`src/rtl/tinygpu_wb_pkg.sv`:
```
// Shared writeback definitions for the scalar and vector writeback paths.
package tinygpu_wb_pkg;

  localparam int N_WB_PORTS = 3;
  localparam int RD_W       = 5;
  localparam int WB_XLEN    = 32;

  // One buffered result at the default data width. Blocks with a
  // parameterised width keep rd and data as separate fields instead.
  typedef struct packed {
    logic [RD_W-1:0]    rd;
    logic [WB_XLEN-1:0] data;
  } wb_req_t;

  // Index width for n sources. A single source still needs a 1-bit pointer.
  function automatic int ptr_width(input int n);
    return (n > 1) ? $clog2(n) : 1;
  endfunction

endpackage

```
`src/rtl/scalar_wb_arbiter_rr_pick3.sv`:
```
// Round-robin picker: from a request vector and a start pointer, select up
// to three requesters in rotated order. Also produce the pointer that follows
// the last pick. Purely combinational.
module rr_pick3
  import tinygpu_wb_pkg::*;
#(
  parameter int N  = 4,
  parameter int PW = ptr_width(N)
) (
  input  logic [N-1:0]                     req_i,
  input  logic [PW-1:0]                    start_i,
  output logic [N_WB_PORTS-1:0]            vld_o,
  output logic [N_WB_PORTS-1:0][PW-1:0]    idx_o,
  output logic [N-1:0]                     grant_o,
  output logic [PW-1:0]                    next_ptr_o
);

  // Scan from start_i, wrap around, and keep the first three hits.
  always_comb begin
    int cnt;
    int pos;
    // NOTE: every output gets a default before the loop, so no path leaves a
    // value unassigned and no latch is inferred.
    vld_o      = '0;
    idx_o      = '0;
    grant_o    = '0;
    next_ptr_o = start_i;
    cnt        = 0;
    pos        = 0;
    for (int k = 0; k < N; k++) begin
      pos = int'(start_i) + k;
      if (pos >= N) pos = pos - N;
      if (req_i[pos] && cnt < N_WB_PORTS) begin
        vld_o[cnt]   = 1'b1;
        idx_o[cnt]   = PW'(pos);
        grant_o[pos] = 1'b1;
        next_ptr_o   = (pos == N - 1) ? '0 : PW'(pos + 1);
        cnt          = cnt + 1;
      end
    end
  end

endmodule

```
`src/rtl/scalar_wb_arbiter.sv`:
```
// Scalar writeback arbiter: buffers one result per execute unit, then grants
// up to three per cycle round-robin onto the registered regfile write ports.
module scalar_wb_arbiter
  import tinygpu_wb_pkg::*;
#(
  parameter int N_SRC = 4,
  parameter int XLEN  = 32
) (
  input  logic                    clk,
  input  logic                    rst_n,
  input  logic [N_SRC-1:0]        src_valid,
  output logic [N_SRC-1:0]        src_ready,
  input  logic [N_SRC*RD_W-1:0]   src_rd,
  input  logic [N_SRC*XLEN-1:0]   src_data,
  output logic                    we0,
  output logic                    we1,
  output logic                    we2,
  output logic [RD_W-1:0]         waddr0,
  output logic [RD_W-1:0]         waddr1,
  output logic [RD_W-1:0]         waddr2,
  output logic [XLEN-1:0]         wdata0,
  output logic [XLEN-1:0]         wdata1,
  output logic [XLEN-1:0]         wdata2,
  output logic [31:0]             sb_clr,
  output logic                    busy
);

  localparam int PW = ptr_width(N_SRC);

  // Holding registers, one entry per source.
  logic [N_SRC-1:0] hold_v_q, hold_v_d;
  logic [RD_W-1:0]  hold_rd_q   [N_SRC];
  logic [RD_W-1:0]  hold_rd_d   [N_SRC];
  logic [XLEN-1:0]  hold_data_q [N_SRC];
  logic [XLEN-1:0]  hold_data_d [N_SRC];
  logic [PW-1:0]    rr_ptr_q, rr_ptr_d;

  // Registered write ports.
  logic [N_WB_PORTS-1:0]            we_q, we_d;
  logic [N_WB_PORTS-1:0][RD_W-1:0]  waddr_q, waddr_d;
  logic [N_WB_PORTS-1:0][XLEN-1:0]  wdata_q, wdata_d;
  logic [31:0]                      sb_clr_q, sb_clr_d;

  // Picker results.
  logic [N_WB_PORTS-1:0]            pick_vld;
  logic [N_WB_PORTS-1:0][PW-1:0]    pick_idx;
  logic [N_SRC-1:0]                 grant;
  logic [PW-1:0]                    pick_next;

  rr_pick3 #(.N(N_SRC), .PW(PW)) u_pick (
    .req_i      (hold_v_q),
    .start_i    (rr_ptr_q),
    .vld_o      (pick_vld),
    .idx_o      (pick_idx),
    .grant_o    (grant),
    .next_ptr_o (pick_next)
  );

  // A source may hand over a result when its slot is empty or being drained
  // this cycle. A draining slot is refilled with no bubble.
  assign src_ready = ~hold_v_q | grant;
  assign busy      = |hold_v_q;
  assign rr_ptr_d  = pick_next;

  // Holding register next state: accept overrides drain; rd==0 is swallowed.
  always_comb begin
    hold_v_d    = hold_v_q;
    hold_rd_d   = hold_rd_q;
    hold_data_d = hold_data_q;
    for (int i = 0; i < N_SRC; i++) begin
      if (src_valid[i] && src_ready[i]) begin
        hold_v_d[i]    = |src_rd[i*RD_W +: RD_W];
        hold_rd_d[i]   = src_rd[i*RD_W +: RD_W];
        hold_data_d[i] = src_data[i*XLEN +: XLEN];
      end else if (grant[i]) begin
        hold_v_d[i] = 1'b0;
      end
    end
  end

  // Write port next state: pick order maps to port order, idle ports are zero.
  always_comb begin
    we_d     = '0;
    waddr_d  = '0;
    wdata_d  = '0;
    sb_clr_d = '0;
    for (int k = 0; k < N_WB_PORTS; k++) begin
      if (pick_vld[k]) begin
        we_d[k]    = 1'b1;
        waddr_d[k] = hold_rd_q[pick_idx[k]];
        wdata_d[k] = hold_data_q[pick_idx[k]];
        sb_clr_d   = sb_clr_d | (32'd1 << hold_rd_q[pick_idx[k]]);
      end
    end
  end

  // Control state and output ports, cleared by synchronous reset.
  always_ff @(posedge clk) begin
    // NOTE: state is updated with non-blocking assignments so every flop
    // samples the pre-edge values, independent of statement order.
    if (!rst_n) begin
      hold_v_q <= '0;
      rr_ptr_q <= '0;
      we_q     <= '0;
      waddr_q  <= '0;
      wdata_q  <= '0;
      sb_clr_q <= '0;
    end else begin
      hold_v_q <= hold_v_d;
      rr_ptr_q <= rr_ptr_d;
      we_q     <= we_d;
      waddr_q  <= waddr_d;
      wdata_q  <= wdata_d;
      sb_clr_q <= sb_clr_d;
    end
  end

  // Holding payload storage, qualified by hold_v_q.
  always_ff @(posedge clk) begin
    // NOTE: the payload arrays are not reset; hold_v_q gates every use, so
    // stale contents are never observed and the storage needs no reset tree.
    hold_rd_q   <= hold_rd_d;
    hold_data_q <= hold_data_d;
  end

  assign we0    = we_q[0];
  assign we1    = we_q[1];
  assign we2    = we_q[2];
  assign waddr0 = waddr_q[0];
  assign waddr1 = waddr_q[1];
  assign waddr2 = waddr_q[2];
  assign wdata0 = wdata_q[0];
  assign wdata1 = wdata_q[1];
  assign wdata2 = wdata_q[2];
  assign sb_clr = sb_clr_q;

endmodule

```
`config.mk`:
```
export PLATFORM = sky130hd
export DESIGN_NAME = scalar_wb_arbiter
export DESIGN_NICKNAME = d
export VERILOG_FILES = /design/src/rtl/tinygpu_wb_pkg.sv /design/src/rtl/scalar_wb_arbiter_rr_pick3.sv /design/src/rtl/scalar_wb_arbiter.sv
export SDC_FILE = /design/constraint.sdc
export NUM_CORES = 1
export LEC_CHECK = 0
export ABC_AREA = 1
export CELL_PAD_IN_SITES_DETAIL_PLACEMENT = 1
export CELL_PAD_IN_SITES_GLOBAL_PLACEMENT = 2
export CORE_ASPECT_RATIO = 0.9
export CORE_MARGIN = 2
export CORE_UTILIZATION = 33
export DETAILED_ROUTE_END_ITERATION = 7
export PLACE_DENSITY = 0.88
export RECOVER_POWER = 100
export SLEW_MARGIN = 20
export SYNTH_ARGS = -nofsm -noshare
export SYNTH_HDL_FRONTEND = slang
export SYNTH_HIERARCHICAL = 1
export SYNTH_SLANG_ARGS = --single-unit
export TNS_END_PERCENT = 10
```
`constraint.sdc`:
```
create_clock -name clk -period 13.95 [get_ports clk]
set_clock_uncertainty 0.1 [all_clocks]
set_input_delay 2.79 -clock clk [delete_from_list [all_inputs] [get_ports clk]]
set_output_delay 2.79 -clock clk [all_outputs]
set_load 0.02 [all_outputs]
```
[After elaboration in Yosys (flattened, before gate mapping)]
Index checks and enable logic that the tools add are counted.
Cells by class
  add/sub/neg operators: 13
  $mul: 0
  divide/modulo/power cells: 0
  order comparisons: 24
  equality and inequality tests: 4
  shift-type cells: 3
  multiplexer cells: 94
  bitwise operators: 13
  reduce and logical (&&, ||, !) cells: 27
Operators by type and width (count)
  32-bit two-way mux: 15
  32-bit binary-select mux with 2-bit select: 3
  32-bit by 1-bit >= comparator with 1-bit output (second input constant): 6
  32-bit by 4-bit less-than comparator with 1-bit output (second input constant): 6
  32-bit by 3-bit equality test with 1-bit output (second input constant): 4
  32-bit by 4-bit >= comparator with 1-bit output (second input constant): 3
  1-bit by 5-bit left shift with 32-bit output (first input constant): 3
  32-bit by 4-bit subtractor with 32-bit output (second input constant): 3
  32-bit by 3-bit less-than comparator with 1-bit output (second input constant): 2
  32-bit OR: 2
  32-bit by 2-bit adder with 32-bit output (second input constant): 1
  5-bit binary-select mux with 2-bit select: 3
  5-bit two-way mux: 6
  1-bit two-way mux: 28
  2-bit two-way mux: 12
  5-bit OR reduction: 4
  6-bit bitwise mux: 3
  6-bit two-way mux: 3
  4-bit two-way mux: 4
  4-bit OR: 4
  1-bit demux with 2-bit select: 7
  1-bit logical AND: 14
  2-bit demux with 2-bit select: 3
  3-bit >= comparator (second input constant): 3
  19 further kinds: 36
Word-level totals
  bits in registers: 300
  bits in latches: 0
  RAM bits: 0
  ROM bits: 0
  input port bits: 154
  output and inout port bits: 151
  word-level logic and storage cells: 199
  memories: 0

[Longest topological paths before layout]
Gate-level depths: netlist of run 1.
  word-level depth: 28
  depth in mapped cells: 26
  depth with buffers taken out: 24

[Cells and area by module]
The synthesis of run 1 kept the hierarchy.
By module, submodules not included
  scalar_wb_arbiter: instances 1, cells each 1384, area an instance 12894.9 µm², sequential area each 7487.2 µm²
  rr_pick3: instances 1, cells each 162, area an instance 944.7 µm², sequential area each 0.0 µm²

[Worst setup path before layout of run 1]
No wires, ideal clock.
  path type: input to register
  start: input port src_valid[3]
  end: register hold_data_q[0] in the netlist's numbering, enable pin
  setup time: 0.488 ns
  data arrival time: 5.528 ns
  path slack: 7.834 ns
  stages: 1
  path buffers: 0
  path through: a21boi_0
Between the ends
  word-level cells in the longest chain between the ends: 1
Ends and longest elaborated chain
  from (decl): RTL line scalar_wb_arbiter.sv:11  | input logic [N_SRC-1:0] src_valid,
  1-bit logical AND: RTL line scalar_wb_arbiter.sv:71  | if (src_valid[i] && src_ready[i]) begin
  to (signal assigned): RTL line scalar_wb_arbiter.sv:123  | hold_data_q <= hold_data_d;
  to (decl): RTL line scalar_wb_arbiter.sv:34  | logic [XLEN-1:0] hold_data_q [N_SRC];
Every way passes these cells.
A chain may end at the register's enable or synchronous reset.

==> flow_summary.ini, run 1 <==
[outcome]
status = finished, violations left
failed_checks = capacitance limit, slew limit

[timing]
rsz0062_at_grt = no
worst_slack_ns = 4.048
finalCritPeriodShare_pct = 70.98
hold_violations = 0
worstMarginPinSlew_ns = 4.851
clock.fmax_mhz = 101.0
finalHoldWorstSlack_ns = 0.4747
fin_setup_tns_ns = 0
setup_viol_count_final = 0
finalCriticalPeriod_ns = 9.902
slew_headroom_pct = -223.4
drv_slew = 555

[die]
initial_utilization_pct = 33.29
core_area_um2 = 41570
core.rowCount = 71
io_pins = 305
die_h_um = 198.3
die_area_um2 = 43590
die_w_um = 219.9

[place]
gp_congestion = 0.8591
dpl_worst_slack_ns = 7.095
io_buffers = 304
dpl_cell_area_um2 = 17260
hpwl_mm = 33.52

[cells_and_area]
n_fill_cell = 4767
fin_nets = 1974
layout_common_cells = dlygate4sd3_1, nand2_1, a21oi_1
syn_to_final_growth_pct = 32.70
multi_input_area_um2 = 5296
drive_above_1_share_pct = 7.856
fin_area_um2 = 18370
seq_area_um2 = 7487
layout_commonest_cell = dlygate4sd3_1

[routing]
met3_length_mm = 2.589
drcViolationCount = 0
ant_nets = 0
first_pass_iters = 6
wirelength_met1_mm = 22.52
wl_per_cell_um = 21.49
first_iter_violations = 1013
dr_total_vias = 12480
route.met2.wl_mm = 24.82
wl_mm = 51.32
highest_layer = met5
vias_per_cell = 5.224

[synth]
synthesis.nets = 1715
syn_avg_cell_area_um2 = 8.952
yosys_most_used_dff = dfxtp_1
async_flop_share_pct = 0
synth_warnings = 6
ys_seq_elements = 300
synthesis.area_um2 = 13840
synth-edff-count = 148
synth_seq_area_share_pct = 54.10
synthCells = 1546
synth_cell_type_count = 40

[setup_path]
crit_start = rr_ptr_q[0]$_SDFF_PN0_
reg2reg_setup_slack_ns = 4.05
ff2ff_path_depth = 20
path_class = flop to flop
crit-reg2reg-launch = rr_ptr_q[0]$_SDFF_PN0_
cp.required_ns = 14.28
end_kind = flop
cp-start-kind = flop
r2r-end = sb_clr[30]$_SDFF_PN0_
critPathMaxFanout = 106
crit_arrival_ns = 10.23

[flow_run]
maxCapViolCount = 10

[global_routing]
grt_start_max_net_pins = 107
first_global_vias = 12950
overflow = 0
grt_pass1_wl_mm = 78.20
antenna_found_initial = 10
grt.total_usage_pct = 23.55

[hold_path]
min-delay-start = hold_v_q[0]$_SDFFE_PN0P_
holdPathStages = 2
hold_class = flop to flop
min_to = hold_v_q[0]$_SDFFE_PN0P_

[clocking]
clk_pin_slew_worst_paths_ns = 0.06
post_cts_resize_count = 0
post-cts-setup-buffers = 0
cts_tree = built
clockRootBuffer = clkbuf_16
clk_latency_ns = 0.55
cts-htree-levels = 2
hold_buffers = 0
clk_path_buf_depth = 3
cts.sinks = 300
cts_buffers = 37

[pwr]
power.density_nw_per_um2 = 295.8
p_leak_nw = 7.493
clkPwrFrac_pct = 17.3
p_sw_w = 0.002809
ir_drop_uv = 316.7
pwr-share-comb_pct = 60.1
switching_share_pct = 51.70
p_int_w = 0.002624
seq_power_share_pct = 22.5
==> power groups by stage <==
stage | registers (W) | clock network (W) | logic [W]
floorplan | 0.00135 | 0 | 0.00220
global placement | 0.00123 | 0 | 0.00321
detailed placement | 0.00124 | 0 | 0.00329
CTS | 0.00122 | 0.000963 | 0.00332
global route | 0.00124 | 0.000997 | 0.00361
finish | 0.00122 | 0.000941 | 0.00327
==> worst max path at each step <==
stage               cells after the start  slack [ns]                        to
finish                                 20        4.05     sb_clr[30]$_SDFF_PN0_
global route                           20        3.18     sb_clr[11]$_SDFF_PN0_
CTS                                    13        6.50              src_ready[3]
detailed placement                     13        7.09              src_ready[3]
global placement                       15        7.20              src_ready[2]
floorplan                               1        7.83  hold_data_q[0]$_DFFE_PP_
==> stage by stage <==
stage,power [W],util (%),cells
CTS,0.005504,44.39,2380
floorplan,0.003551,-,1546
global route,0.005846,44.17,2387
detailed placement,0.004535,41.53,2313
global placement,0.004446,41.53,2313
finish,0.005433,44.17,2388
==> cell usage after synthesis (14+ instances only) <==
master | number | area (um2)
a21oi_1 | 202 | 1011
o21ai_0 | 106 | 530.5
inv_1 | 130 | 488.0
nor2_1 | 28 | 105.1
buf_1 | 15 | 56.30
buf_2 | 24 | 120.1
ha_1 | 14 | 175.2
edfxtp_1 | 148 | 4444
nor2_2 | 14 | 87.58
nand2_1 | 303 | 1137
inv_2 | 15 | 56.30
dfxtp_1 | 152 | 3043
nand3_1 | 150 | 750.7
nand2_2 | 17 | 106.4
clkbuf_1 | 44 | 165.2
o211ai_1 | 96 | 720.7
==> critical path: stages (launching register included) <==
cell and delay [ns]:
dfxtp_1 0.78, inv_1 0.45, ha_1 0.56, inv_1 0.18
nand3_1 0.12, nand2_1 0.23, fa_1 0.59, inv_1 0.06
a21oi_1 0.40, nand4_1 0.14, nand2_1 0.94, clkbuf_1 3.44
inv_4 0.21, nand2_1 0.19, nand3_1 0.10, nand2_2 0.37
inv_1 0.41, nand3_1 0.19, nand3_1 0.12, nand2_1 0.10
inv_1 0.05
==> registers in the layout, summed over array words and instances (netlist names) <==
signal and count:
wdata0 32, we_q 3, wdata1 32, rr_ptr_q 2, waddr0 5, waddr2 5, sb_clr 32, wdata2 32
hold_v_q 4, hold_rd_q 20, waddr1 5, hold_data_q 128
==> kinds of logic (layout without fill, tap and decap cells) <==
logic type                 Yosys count  in the layout  synth area share [%]
AOI/OAI and AO/OA                  430            430                 18.09
xor gates and xnor gates             1              1               0.06330
adders and majority gates           15             15                 1.410
buffers and inverters              248            535                 7.775
DFF                                300            300                 54.10
other                                0              8                     0
and+or+nand+nor                    552            552                 18.56
==> metal layers <==
metal  GRT usage (%)  up-vias
met5               0        -
met4           7.631        4
met3           3.579       88
met2           39.45      384
met1           31.10     6171
li1                -     5829
==> area by class of cell <==
type | instances | area share [%]
multi-input cells | 998 | 28.84
well taps | 547 | 3.727
repair buffers | 319 | 16.98
clock inverters | 14 | 0.7222
inverters | 149 | 3.100
flip-flops and latches | 300 | 40.77
clock buffers | 53 | 5.757
diodes | 8 | 0.1090
Power figures use the tool's default switching activity.
==> inputs of run 2 (changes only) <==
--- a/config.mk
+++ b/config.mk
@@ -10,9 +10,9 @@
 export CELL_PAD_IN_SITES_GLOBAL_PLACEMENT = 2
 export CORE_ASPECT_RATIO = 0.9
 export CORE_MARGIN = 2
-export CORE_UTILIZATION = 33
+export CORE_UTILIZATION = 27
 export DETAILED_ROUTE_END_ITERATION = 7
-export PLACE_DENSITY = 0.88
+export PLACE_DENSITY = 0.77
 export RECOVER_POWER = 100
 export SLEW_MARGIN = 20
 export SYNTH_ARGS = -nofsm -noshare
==> constraint.sdc (replaced) <==
create_clock -name clk -period 8.4 [get_ports clk]
set_clock_uncertainty 0.1 [all_clocks]
set_input_delay 1.68 -clock clk [delete_from_list [all_inputs] [get_ports clk]]
set_output_delay 1.68 -clock clk [all_outputs]
set_load 0.02 [all_outputs]
==> run 2 against run 1 <==
The flow still finishes with violations (capacitance limit, slew limit). Critical endpoint unchanged. Register-to-register slack worse by 2.6 ns. Total power is 68% higher. Fmax is 43% higher. Largest power group unchanged. First-iteration DRC count fell by 27%. Core utilization is 7.3 points lower. Cell area rose by 1.5%. Sequential power rose by 67%. Die area grew 22%. Setup slack worse by 2.6 ns.
==> flow_summary.ini, run 2 (synthesized netlist as in run 1, its figures left out) <==
[setup_path]
path_delay_family = buffers and inverters
crit-reg2reg-launch = rr_ptr_q[0]$_SDFF_PN0_
crit_start = rr_ptr_q[0]$_SDFF_PN0_
path_class = flop to flop
critPathMaxFanout = 72
end_kind = flop
cp.buffers_inverters = 7
cp.required_ns = 8.73
crit_arrival_ns = 7.27
crit_chain = inv_1 > ha_1 > inv_1 > nand3_1 > nand2_1 > fa_1 > inv_1 > a21oi_1 > nand4_1 > nand2_2 > clkbuf_2 > inv_1 > nand2_1 > nand2_4 > inv_2 > nor2_4 > nand2_1 > nand3_1 > nand2_1 > inv_1
cp-start-kind = flop
critPathMaxStageDelay_ns = 1.32
cpMostUsedCell = inv_1
cpMaxStageDelayCell = clkbuf_2

[pwr]
power.density_nw_per_um2 = 490.8
ir_drop_uv = 374.1
p_leak_nw = 7.550

[cells_and_area]
fin_nets = 1974
layout_common_cells = nand2_1, dlygate4sd3_1, a21oi_1
regMostFlops = hold_data_q
largest_reg_flops = 128
drive_above_1_share_pct = 8.670
syn_to_final_growth_pct = 34.65

[outcome]
status = finished, violations left
failed_checks = capacitance limit, slew limit

[routing]
first_pass_iters = 5
wl_mm = 53.05
vias_per_cell = 4.915
dr_total_vias = 12390
drcViolationCount = 0
wl_per_cell_um = 21.05
first_iter_violations = 736
ant_nets = 0

[clocking]
cts_tree = built
hold_buffers = 0
clk_pin_slew_worst_paths_ns = 0.06
clockRootBuffer = clkbuf_16
clk_latency_ns = 0.54
post-cts-setup-buffers = 0
cts-htree-levels = 2
post_cts_resize_count = 0
clk_path_buf_depth = 3
cts.sinks = 300
cts_buffers = 37

[hold_path]
hold_class = flop to flop
min-delay-start = hold_v_q[0]$_SDFFE_PN0P_

[timing]
hold_violations = 0
setup_viol_count_final = 0
slew_headroom_pct = -126.9
worstMarginPinSlew_ns = 3.403
finalHoldWorstSlack_ns = 0.4461
finalCriticalPeriod_ns = 6.936
drv_slew = 332
finalCritPeriodShare_pct = 82.58
rsz0062_at_grt = no
fin_setup_tns_ns = 0
clock.fmax_mhz = 144.2

[die]
core.rowCount = 78
die_area_um2 = 53090
io_pins = 305
die_h_um = 218.8
core_area_um2 = 50550
initial_utilization_pct = 27.38
die_w_um = 242.6

[global_routing]
grt_start_max_net_pins = 98
first_global_vias = 12820
busiest_layer = met2
globalRouteMet1Util_pct = 26.37
grt.total_usage_pct = 19.79
grt_use_met3_pct = 2.788
antenna_found_initial = 8
grt_pass1_wl_mm = 80.39
grtUsageMet2_pct = 33.17
overflow = 0

[flow_run]
maxCapViolCount = 8

[place]
hpwl_mm = 35.64
io_buffers = 304
gp_congestion = 0.8149
[run 2: metrics by stage]
stage	setup slack [ns]	cells	area, um2	total power (W)	util (%)
after floorplan	2.717	1546	13840	0.005897	-
after detailed placement	2.582	2446	17430	0.007632	34.48
after global routing	0.8976	2518	18630	0.009831	36.85
after CTS	2.071	2514	18700	0.009334	37.00
final	1.464	2520	18640	0.009146	36.86
after global placement	2.740	2446	17430	0.007522	34.48
[run 2: worst reg2reg max path, delay by kind of cell, from the launching register on]
kind | cells | cell delay, ns
buffers and inverters | 7 | 2.93
adder cells (fa/ha/maj) | 2 | 1.16
AO/OA/AOI/OAI | 1 | 0.42
flip-flops | 1 | 0.76
AND/OR/NAND/NOR | 10 | 1.46
[run 2: report_power, final]
part           internal [W]  switching, W
combinational       0.00148       0.00397
clock              0.000996      0.000660
sequential          0.00190      0.000135
[run 2: final timing paths]
path / endpoint / slack [ns] / cells past startpoint
worst max register to register: sb_clr[30]$_SDFF_PN0_ / 1.46 / 20
worst min-delay path: hold_v_q[0]$_SDFFE_PN0P_ / 0.45 / 2
worst max-delay path: sb_clr[30]$_SDFF_PN0_ / 1.46 / 20
worst min register to register: hold_v_q[0]$_SDFFE_PN0P_ / 0.45 / 2
[run 2: final cells by class]
class | count | area, um2
Antenna cell | 6 | 15.01
Clock buffer | 45 | 1017
Clock inverter | 23 | 255.2
Fill cell | 5911 | 31920
Inverter | 149 | 569.3
Multi-Input combinational cell | 998 | 5314
Sequential cell | 300 | 7487
Tap cell | 680 | 850.8
Timing Repair Buffer | 319 | 3127
[run 2: layer usage]
| metal | vias up | share of wire, % |
|---|---|---|
| met3 | 84 | 4.5 |
| met4 | 4 | 2.5 |
| met2 | 344 | 47 |
| met5 | - | 0.051 |
| li1 | 5835 | - |
| met1 | 6119 | 46 |
